$ cat src/rtl/fft_seq_ctrl_if.sv
// Handshake and memory-address bundle between the FFT sequencer, the host and the
// butterfly datapath / dual-port data RAM.
interface fft_seq_ctrl_if #(parameter int LOG2N = 3);
    logic                 start;
    logic                 busy;
    logic                 done;
    logic [3:0]           stage;
    logic [LOG2N-2:0]     bf_idx;
    logic                 rd_en;
    logic [LOG2N-1:0]     rd_addr_a;
    logic [LOG2N-1:0]     rd_addr_b;
    logic [LOG2N-2:0]     tw_addr;
    logic                 wr_en;
    logic [LOG2N-1:0]     wr_addr_a;
    logic [LOG2N-1:0]     wr_addr_b;

    modport master (
        input  start,
        output busy, done, stage, bf_idx, rd_en, rd_addr_a, rd_addr_b, tw_addr,
               wr_en, wr_addr_a, wr_addr_b
    );

    modport slave (
        output start,
        input  busy, done, stage, bf_idx, rd_en, rd_addr_a, rd_addr_b, tw_addr,
               wr_en, wr_addr_a, wr_addr_b
    );
endinterface

$ cat src/rtl/fft_seq_ctrl.sv
// In-place radix-2 DIT FFT sequencer: walks stages/butterflies, issues read and twiddle
// addresses, and replays them as write-back addresses PIPE_LAT cycles later.
module fft_seq_ctrl #(
    parameter int LOG2N    = 3,
    parameter int PIPE_LAT = 2
) (
    input  logic           clk,
    input  logic           sclr_n,
    fft_seq_ctrl_if.master bus
);
    localparam int KW = LOG2N - 1;
    localparam int DW = (PIPE_LAT > 1) ? $clog2(PIPE_LAT) : 1;

    localparam logic [1:0] IDLE  = 2'd0;
    localparam logic [1:0] RUN   = 2'd1;
    localparam logic [1:0] DRAIN = 2'd2;
    localparam logic [1:0] DONE  = 2'd3;

    logic [1:0]    state, state_nxt;
    logic [3:0]    s, s_nxt;
    logic [KW-1:0] k, k_nxt;
    logic [DW-1:0] dcnt, dcnt_nxt;
    logic          run_nxt;

    logic [LOG2N-1:0] kx, span, mask, addr_a, addr_b, tw_full;
    logic [4:0]       s1;
    logic [3:0]       tsh;
    logic [LOG2N-1:0] a_nxt, b_nxt;
    logic [KW-1:0]    tw_nxt, bf_nxt;
    logic [3:0]       st_nxt;

    // Index 0 is the read-side register; index PIPE_LAT is the write-back tap.
    logic [PIPE_LAT:0]            vld_pipe;
    logic [PIPE_LAT:0][LOG2N-1:0] a_pipe, b_pipe;
    logic [KW-1:0]                tw_q, bf_q;
    logic [3:0]                   st_q;

    always_comb begin
        state_nxt = state;
        s_nxt     = s;
        k_nxt     = k;
        dcnt_nxt  = dcnt;
        case (state)
            IDLE: if (bus.start) begin
                state_nxt = RUN;
                s_nxt     = '0;
                k_nxt     = '0;
            end
            RUN: if (k == '1) begin
                state_nxt = DRAIN;
                k_nxt     = '0;
                dcnt_nxt  = '0;
            end else begin
                k_nxt = k + KW'(1);
            end
            DRAIN: if (dcnt == DW'(PIPE_LAT - 1)) begin
                if (s == 4'(LOG2N - 1)) begin
                    state_nxt = DONE;
                end else begin
                    state_nxt = RUN;
                    s_nxt     = s + 4'd1;
                end
            end else begin
                dcnt_nxt = dcnt + DW'(1);
            end
            DONE: begin
                state_nxt = IDLE;
                s_nxt     = '0;
            end
            default: state_nxt = IDLE;
        endcase
    end

    // Addresses are computed from the next butterfly so the outputs come straight from flops.
    always_comb begin
        run_nxt = (state_nxt == RUN);
        kx      = {1'b0, k_nxt};
        span    = LOG2N'(1) << s_nxt;
        mask    = span - LOG2N'(1);
        s1      = {1'b0, s_nxt} + 5'd1;
        tsh     = 4'(LOG2N - 1) - s_nxt;
        addr_a  = ((kx >> s_nxt) << s1) | (kx & mask);
        addr_b  = addr_a + span;
        tw_full = (kx & mask) << tsh;
        a_nxt   = run_nxt ? addr_a : '0;
        b_nxt   = run_nxt ? addr_b : '0;
        tw_nxt  = run_nxt ? tw_full[KW-1:0] : '0;
        bf_nxt  = run_nxt ? k_nxt : '0;
        st_nxt  = run_nxt ? s_nxt : '0;
    end

    always_ff @(posedge clk) begin
        if (!sclr_n) begin
            state    <= IDLE;
            s        <= '0;
            k        <= '0;
            dcnt     <= '0;
            vld_pipe <= '0;
            a_pipe   <= '0;
            b_pipe   <= '0;
            tw_q     <= '0;
            bf_q     <= '0;
            st_q     <= '0;
        end else begin
            state    <= state_nxt;
            s        <= s_nxt;
            k        <= k_nxt;
            dcnt     <= dcnt_nxt;
            vld_pipe <= {vld_pipe[PIPE_LAT-1:0], run_nxt};
            a_pipe   <= {a_pipe[PIPE_LAT-1:0], a_nxt};
            b_pipe   <= {b_pipe[PIPE_LAT-1:0], b_nxt};
            tw_q     <= tw_nxt;
            bf_q     <= bf_nxt;
            st_q     <= st_nxt;
        end
    end

    assign bus.busy      = (state != IDLE);
    assign bus.done      = (state == DONE);
    assign bus.rd_en     = vld_pipe[0];
    assign bus.rd_addr_a = a_pipe[0];
    assign bus.rd_addr_b = b_pipe[0];
    assign bus.tw_addr   = tw_q;
    assign bus.stage     = st_q;
    assign bus.bf_idx    = bf_q;
    assign bus.wr_en     = vld_pipe[PIPE_LAT];
    assign bus.wr_addr_a = a_pipe[PIPE_LAT];
    assign bus.wr_addr_b = b_pipe[PIPE_LAT];
endmodule

$ cat src/flat_wrapper.sv
// flat-port wrapper written by rule: the top's interface ports become plain ports
module fft_seq_ctrl_flat 
#(
    parameter int LOG2N    = 3,
    parameter int PIPE_LAT = 2
)
  (clk, sclr_n, bus_start, bus_busy, bus_done, bus_stage, bus_bf_idx, bus_rd_en, bus_rd_addr_a, bus_rd_addr_b, bus_tw_addr, bus_wr_en, bus_wr_addr_a, bus_wr_addr_b);
  fft_seq_ctrl_if #(.LOG2N(LOG2N)) bus_i ();
  input  logic clk;
  input  logic sclr_n;
  input wire logic [$bits(bus_i.start)-1:0] bus_start;
  output wire logic [$bits(bus_i.busy)-1:0] bus_busy;
  output wire logic [$bits(bus_i.done)-1:0] bus_done;
  output wire logic [$bits(bus_i.stage)-1:0] bus_stage;
  output wire logic [$bits(bus_i.bf_idx)-1:0] bus_bf_idx;
  output wire logic [$bits(bus_i.rd_en)-1:0] bus_rd_en;
  output wire logic [$bits(bus_i.rd_addr_a)-1:0] bus_rd_addr_a;
  output wire logic [$bits(bus_i.rd_addr_b)-1:0] bus_rd_addr_b;
  output wire logic [$bits(bus_i.tw_addr)-1:0] bus_tw_addr;
  output wire logic [$bits(bus_i.wr_en)-1:0] bus_wr_en;
  output wire logic [$bits(bus_i.wr_addr_a)-1:0] bus_wr_addr_a;
  output wire logic [$bits(bus_i.wr_addr_b)-1:0] bus_wr_addr_b;
  assign bus_i.start = bus_start;
  assign bus_busy = bus_i.busy;
  assign bus_done = bus_i.done;
  assign bus_stage = bus_i.stage;
  assign bus_bf_idx = bus_i.bf_idx;
  assign bus_rd_en = bus_i.rd_en;
  assign bus_rd_addr_a = bus_i.rd_addr_a;
  assign bus_rd_addr_b = bus_i.rd_addr_b;
  assign bus_tw_addr = bus_i.tw_addr;
  assign bus_wr_en = bus_i.wr_en;
  assign bus_wr_addr_a = bus_i.wr_addr_a;
  assign bus_wr_addr_b = bus_i.wr_addr_b;
  fft_seq_ctrl #(.LOG2N(LOG2N), .PIPE_LAT(PIPE_LAT)) u_core (.clk(clk), .sclr_n(sclr_n), .bus(bus_i));
endmodule
$ cat config.mk
export PLATFORM = sky130hd
export DESIGN_NAME = fft_seq_ctrl_flat
export DESIGN_NICKNAME = d
export VERILOG_FILES = /design/src/rtl/fft_seq_ctrl_if.sv /design/src/rtl/fft_seq_ctrl.sv /design/src/flat_wrapper.sv
export SDC_FILE = /design/constraint.sdc
export NUM_CORES = 1
export LEC_CHECK = 0
export ABC_AREA = 1
export CAP_MARGIN = 40
export CELL_PAD_IN_SITES_DETAIL_PLACEMENT = 1
export CELL_PAD_IN_SITES_GLOBAL_PLACEMENT = 1
export CORE_UTILIZATION = 42
export DETAILED_ROUTE_END_ITERATION = 10
export HOLD_SLACK_MARGIN = 0.05
export PLACE_DENSITY = 0.91
export REMOVE_ABC_BUFFERS = 1
export SLEW_MARGIN = 20
export SYNTH_ARGS = -nofsm -noshare
export SYNTH_HDL_FRONTEND = slang
export SYNTH_SLANG_ARGS = --single-unit
$ cat constraint.sdc
create_clock -name clk -period 7.36 [get_ports clk]
set_input_delay 1.472 -clock clk [delete_from_list [all_inputs] [get_ports clk]]
set_output_delay 1.472 -clock clk [all_outputs]
set_load 0.01 [all_outputs]
; Yosys cells after proc, flatten, opt, wreduce, memory -nomap -nowiden
; Index checks and enable logic that the tools add are counted.
; W data, S select, Z words.
[totals]
word_cells = 54
output_inout_bits = 24
reg_bits = 38
[op_classes]
bitwise_logic = 2
mux = 15
n_eq_ne = 7
n_reduce_logical = 5
n_addsub = 7
n_shift = 4
[op_table]
columns = operator, count
row1 = $mux W2, 6
row2 = $mux W4, 3
row3 = $pmux W4 S3, 1
row4 = $pmux W2 S4, 1
row5 = $eq A2 B2 Y1 const B, 3
row6 = $add A4 B1 Y5 const B, 1
row7 = $shl A3 B5 Y3, 1
row8 = $add A4 B1 Y4 const B, 1
row9 = $eq A2 B1 Y1 const B, 2
row10 = $eq A4 B2 Y1 const B, 1
row11 = $pmux W2 S2, 1
row12 = $reduce_and A2 Y1, 2
row13 = $reduce_bool A2 Y1, 2
row14 = $shl A1 B4 Y3 const A, 1
row15 = $shl A3 B4 Y2, 1
row16 = $shr A2 B4 Y3, 1
row17 = $sub A2 B4 Y4 const A, 1
row18 = $add A3 B3 Y3, 1
row19 = $and A2 B3 Y3, 1
row20 = $or A3 B3 Y3, 1
row21 = $sub A3 B1 Y3 const B, 1
row22 = $add A2 B1 Y2 const B, 1
row23 = $logic_not A2 Y1, 1
row24 = $mux W1, 2
row25 = other kinds (3), 3

; Logic depth before layout (Yosys ltp)
[logic_depth]
word_depth = 9
mapped_depth = 24
mapped_depth_nobuf = 24

; Worst setup path after synthesis
; Ideal clock, no wire load.
[synth_timing]
path_kind = input port to flip-flop
startpoint = in bus_start
endpoint = reg u_core.b_pipe (netlist bit u_core.bus.rd_addr_b[2])
stages = 23
path_slack_ns = 3.783
arrival_ns = 3.462
required_ns = 7.245
n_path_buf = 0
cell_sequence = inv_1 nand2_2 nand2_2 inv_4 nand2_4 nand2_1 nand2_4 ha_1 inv_1 nand2_1 nand2_1 nor2_1 nand2_1 nand2_1 ha_1 inv_1 fa_1 inv_1 nand4_1 nand2_1 nand3_2 nand2_1 nor2_1
[synth_via]
elab_chain_cells = 7
word_cells_on_any_way = 16
cone_classes = 3 x add/sub / 1 x eq/ne / 3 x shift / 6 x mux / 2 x bitwise / 1 x reduce/logical
[synth_rtl]
columns = item, line
row1 = start: declaration, flat_wrapper.sv:11  ; input wire logic [$bits(bus_i.start)-1:0] bus_start;
row2 = $mux W4 *, fft_seq_ctrl.sv:44  ; IDLE: if (bus.start) begin
row3 = $pmux W4 S3 *, fft_seq_ctrl.sv:43  ; case (state)
row4 = net u_core.s_nxt[0], fft_seq_ctrl.sv:20  ; logic [3:0] s, s_nxt;
row5 = branches (longest 3 deep; another with $add A4 B1 Y5), -
row6 = $or A3 B3 Y3 *, fft_seq_ctrl.sv:82  ; addr_a = ((kx >> s_nxt) << s1) | (kx & mask);
row7 = net u_core.addr_a[0], fft_seq_ctrl.sv:25  ; logic [LOG2N-1:0] kx, span, mask, addr_a, addr_b, tw_full;
row8 = $add A3 B3 Y3 *, fft_seq_ctrl.sv:83  ; addr_b = addr_a + span;
row9 = end signal: assignment, fft_seq_ctrl.sv:111  ; b_pipe <= {b_pipe[PIPE_LAT-1:0], b_nxt};
row10 = end: declaration, fft_seq_ctrl.sv:34  ; logic [PIPE_LAT:0][LOG2N-1:0] a_pipe, b_pipe;
; Mark *: on every way through the listed nets, which the timed path passes.
; A chain may end at the register's enable or synchronous reset.

; Final worst setup path
; Ends and elaborated chain as after synthesis.

==> results.md <==
- The flow ran to the end, and the final reports show no timing, DRC or antenna violations.
- Using the TritonRoute via totals, the vias-per-cell ratio works out to around 4.7.
- The worst register-to-register path begins at u_core.s[0].
- Setup violations remaining at the end of the flow were counted as 0.
- The half-perimeter wire length after detailed placement is 3109 um.
- The first global-routing pass estimated ~7000 um of wire.
- Yosys printed 0 warnings.
- Counting buffers and inverters, the worst setup path is 23 cells deep.
- The most common library cell in the layout ignoring fill and taps is nand2_1.
- Headroom to the max-slew limit came out at 0.7185.
- The final critical path time including I/O delays and setup is around 4200 ps.
- Once the clock tree was built, the setup fixing pass inserted 0 buffers.
- The post-detailed-route wirelength per cell is 14.28 um.
- The number of global-route vias before repair came to ~1500.
- The detailed-route wire length is about 4200 um.
- Detailed routing inserted a total of approximately 1400 vias.
- The setup path with the least slack is of type in -> reg.
- After floorplanning, the core was sized to cover 4000 sq um.
- The maximum clock path buffer count is 2.
- The count of final hold-check violations is 0.
- The maximum clock skew at final layout is 7.584 ps.
- The worst reg-to-reg path cell count is 23.
- Setup slack on the worst reg-to-reg path comes out at slightly below 4000 ps.
- Averaged over all synthesized cells, the footprint is between 7 and 8 sq um.
- The arrival time at the worst endpoint is about 4400 ps.
- The layout cell share with drive strength beyond 1 is 0.1829.
- The largest single stage delay on the critical path is ~450 ps.
- The portion of the post-synthesis area used by sequential elements is 0.4318.
- The total of cells resized after clock tree synthesis is 0.
- The mapped cell area is ~1800 sq um.
- Before antenna repair, the detailed router went through 4 iterations.
- The destination of the critical timing path is u_core.bus.rd_addr_b[2].
- Hold is met by roughly 420 ps.
- The placed instances occupy a cell area of 1987 sq um.
- The critical path's slowest cell is clkdlybuf4s50_1.
- In this run the static leakage power is 0.001029 uW.
- The initial core utilization is 0.4404.
- Data on the critical path is required at its endpoint by 7550 ps.
- For this design the ratio of total power to cell area is roughly 190 nW/um^2.
- The final global-route overflow total is 0.
- The die span in y is 66.77 um.
- The CTS sink count is 38.
- The critical path goes through clkdlybuf4s50_1, inv_1, nand2_2, nand2_2, inv_4, nand2_4, nand2_1, nand2_4, ha_1, nand3_1, nand2_1, nor2_1, nand2_1, nand2_1, ha_1, inv_1, fa_1, inv_1, nand4_1, nand2_1, nand3_2, nand2_1, nor2_1.
- The clock-pin slew of the registers on the worst-case setup and hold paths is 70 ps.
- In this run the remaining antenna-violating nets after routing total 0.
- Setup repair after global routing left no endpoint under its margin.
- The total clock buffers created by CTS is 5.
- Summing all non-filler instances in the final layout gives an area of roughly 2100 sq um.
- After clock tree synthesis, the flow added hold-fix buffers numbering 0.
- The count of cell types in the netlist is 27.
- During I/O placement, the number of pins put on the boundary was 27.
- Adding up every negative setup slack in the final design gives 0 ps.
- Grouping stages by cell kind, the critical path spends the most delay in simple AND/OR/NAND/NOR gates.
- The floorplan step defined a die boundary enclosing ~4500 sq um.
- The number of design rule violations left after detail routing is 0.
- In the synthesized netlist, the number of instances is ~230.
- The global-route usage over all layers is 0.2207.
- The capturing element type of the critical path is a register.
- After the first detailed-routing iteration, the DRC count stood at 82.
- Across the run, the number of max-cap violations was 0.
- The endpoint identified for the worst register-to-register timing path is u_core.bus.rd_addr_b[2].
- The number of antenna diodes in the final layout is 0.
- The CTS H-tree depth is 2.
- Counting stages on the worst path, the most repeated cell is nand2_1.
- The top cell types in the final layout, fill and taps aside, are 48 x nand2_1, 38 x dfxtp_1, 37 x inv_1, 26 x clkdlybuf4s50_1, 22 x nor2_1.
- The upper clock frequency limit is around 240 MHz.
- Row generation in the floorplan step produced 23 rows.
- The total of flip-flops plus latches after synthesis is 38.
- The number of max-slew violations in the final report is 0.
- The chip width is 66.77 um.
- Routability-driven placement finished with a final weighted congestion of approximately 0.85.
- The relative area change from synthesis to final layout is 18.18%.
- The most critical setup path has its startpoint at bus_start.
- The largest net degree at the start of global routing is 18.
- The initial antenna violation count was 0.
- The number of buffers and inverters on the critical path is 5.
- Of the available clock period, the critical path in the final layout requires 0.5653.
- The design draws 396.5 uW.
- TritonCTS built the clock tree.
- Along the worst path, the maximum fanout reaches 6.
- The net count reported at finish is 254.
- The clock network latency to the later pin of the worst-skew pair is approximately 300 ps.
- The worst-case vdd ir drop is between 0.00007 and 0.00008 V.
- The actual transition at the worst max-transition pin is around 420 ps.
- STA classifies the critical path startpoint as an input pin.
- The number of port buffers is 26.
- The cell sitting at the root of the clock tree is a clkbuf_8.
- The classification of the worst-slack hold path is reg -> reg.
[worst register-to-register path: stages (launching register included)]
cell,delay [ps]
dfxtp_1,500
inv_1,130
ha_1,240
nand2_1,120
nand2_1,130
nand2_4,120
nand2_4,60
nand2_1,90
nand2_4,80
ha_1,210
nand3_1,90
nand2_1,90
nor2_1,160
nand2_1,110
nand2_1,90
ha_1,150
inv_1,60
fa_1,390
inv_1,90
nand4_1,110
nand2_1,130
nand3_2,80
nand2_1,90
nor2_1,40
[cells in the mapped netlist]
cell / count / area, sq um
dfxtp_1: 38 / 760.7
xor2_1: 1 / 8.760
nand2_4: 5 / 56.30
inv_2: 8 / 30.03
fa_1: 1 / 20.02
a21oi_4: 1 / 16.27
nand2_1: 48 / 180.2
inv_1: 37 / 138.9
nor2_8: 1 / 20.02
ha_1: 5 / 62.56
o21ai_0: 3 / 15.01
o21ai_4: 1 / 16.27
o21ai_1: 1 / 5.000
nor2_2: 5 / 31.28
nand3_2: 2 / 20.02
nand3_1: 8 / 40.04
nand4_2: 1 / 12.51
a21boi_1: 1 / 7.510
inv_4: 1 / 6.260
a21oi_1: 8 / 40.04
o21ai_2: 1 / 8.760
nor2_1: 22 / 82.58
a21oi_2: 1 / 8.760
clkbuf_1: 2 / 7.510
buf_4: 13 / 97.59
nand2_2: 9 / 56.30
nand4_1: 2 / 12.51
[logic make-up (layout without fill, tap and decap cells)]
kind of cell,after synthesis,count (layout),synth area share
and+or+nand+nor,103,103,0.2905
buffers and inverters,61,81,0.1591
DFF,38,38,0.4318
AOI/OAI and AO/OA,17,17,0.06677
adders and majority gates,6,6,0.04688
xor gates and xnor gates,1,1,0.004972
[cell type report]
cell class	instances	area [sq um]
Inverter	46	175.2
Sequential cell	38	760.7
Timing Repair Buffer	27	267.8
Clock buffer	6	82.58
Fill cell	509	1918
Tap cell	50	62.56
Multi-Input combinational cell	127	720.7
Clock inverter	2	12.51
[flip-flops by register name (all words and copies together) (netlist names)]
signal / cells
u_core.bus.wr_addr_a: 3
u_core.bus.tw_addr: 2
u_core.bus.rd_addr_b: 3
u_core.b_pipe: 3
u_core.bus.wr_addr_b: 3
u_core.a_pipe: 3
u_core.vld_pipe: 3
u_core.s: 4
u_core.k: 2
u_core.dcnt: 1
u_core.state: 2
u_core.bus.bf_idx: 2
u_core.bus.stage: 4
u_core.bus.rd_addr_a: 3
[worst min path at each step]
stage	start	endpoint	slack, ps	depth (start not counted)
floorplan	u_core.a_pipe[3]	u_core.bus.wr_addr_a[0]	390	2
global placement	u_core.vld_pipe[1]	u_core.vld_pipe[2]	390	2
detailed placement	u_core.b_pipe[3]	u_core.bus.wr_addr_b[0]	400	2
CTS	u_core.b_pipe[3]	u_core.bus.wr_addr_b[0]	430	2
global route	u_core.a_pipe[5]	u_core.bus.wr_addr_a[2]	440	2
finish	u_core.b_pipe[3]	u_core.bus.wr_addr_b[0]	420	2
[layer usage]
metal	vias to the layer above	track usage	routed length, um
li1	695	-	-
met1	666	0.2317	1705
met2	23	0.4104	2317
met3	9	0.04452	90
met4	0	0.1090	112
met5	-	0	0
[metrics by stage]
stage / instances / worst slack (ps) / utilization
final: 296 / 3199 / 0.5205
after global routing: 296 / 3006 / 0.5205
after CTS: 296 / 3235 / 0.5205
after detailed placement: 288 / 2942 / 0.4967
after global placement: 288 / 3219 / 0.4967
after floorplan: 211 / 3783 / -
[report_power, final]
group	switching, uW	internal [uW]
registers	2.76	211
clock network	76.5	75.3
logic	18.9	12.4
total	98.1	298
Power figures use the tool's default switching activity.
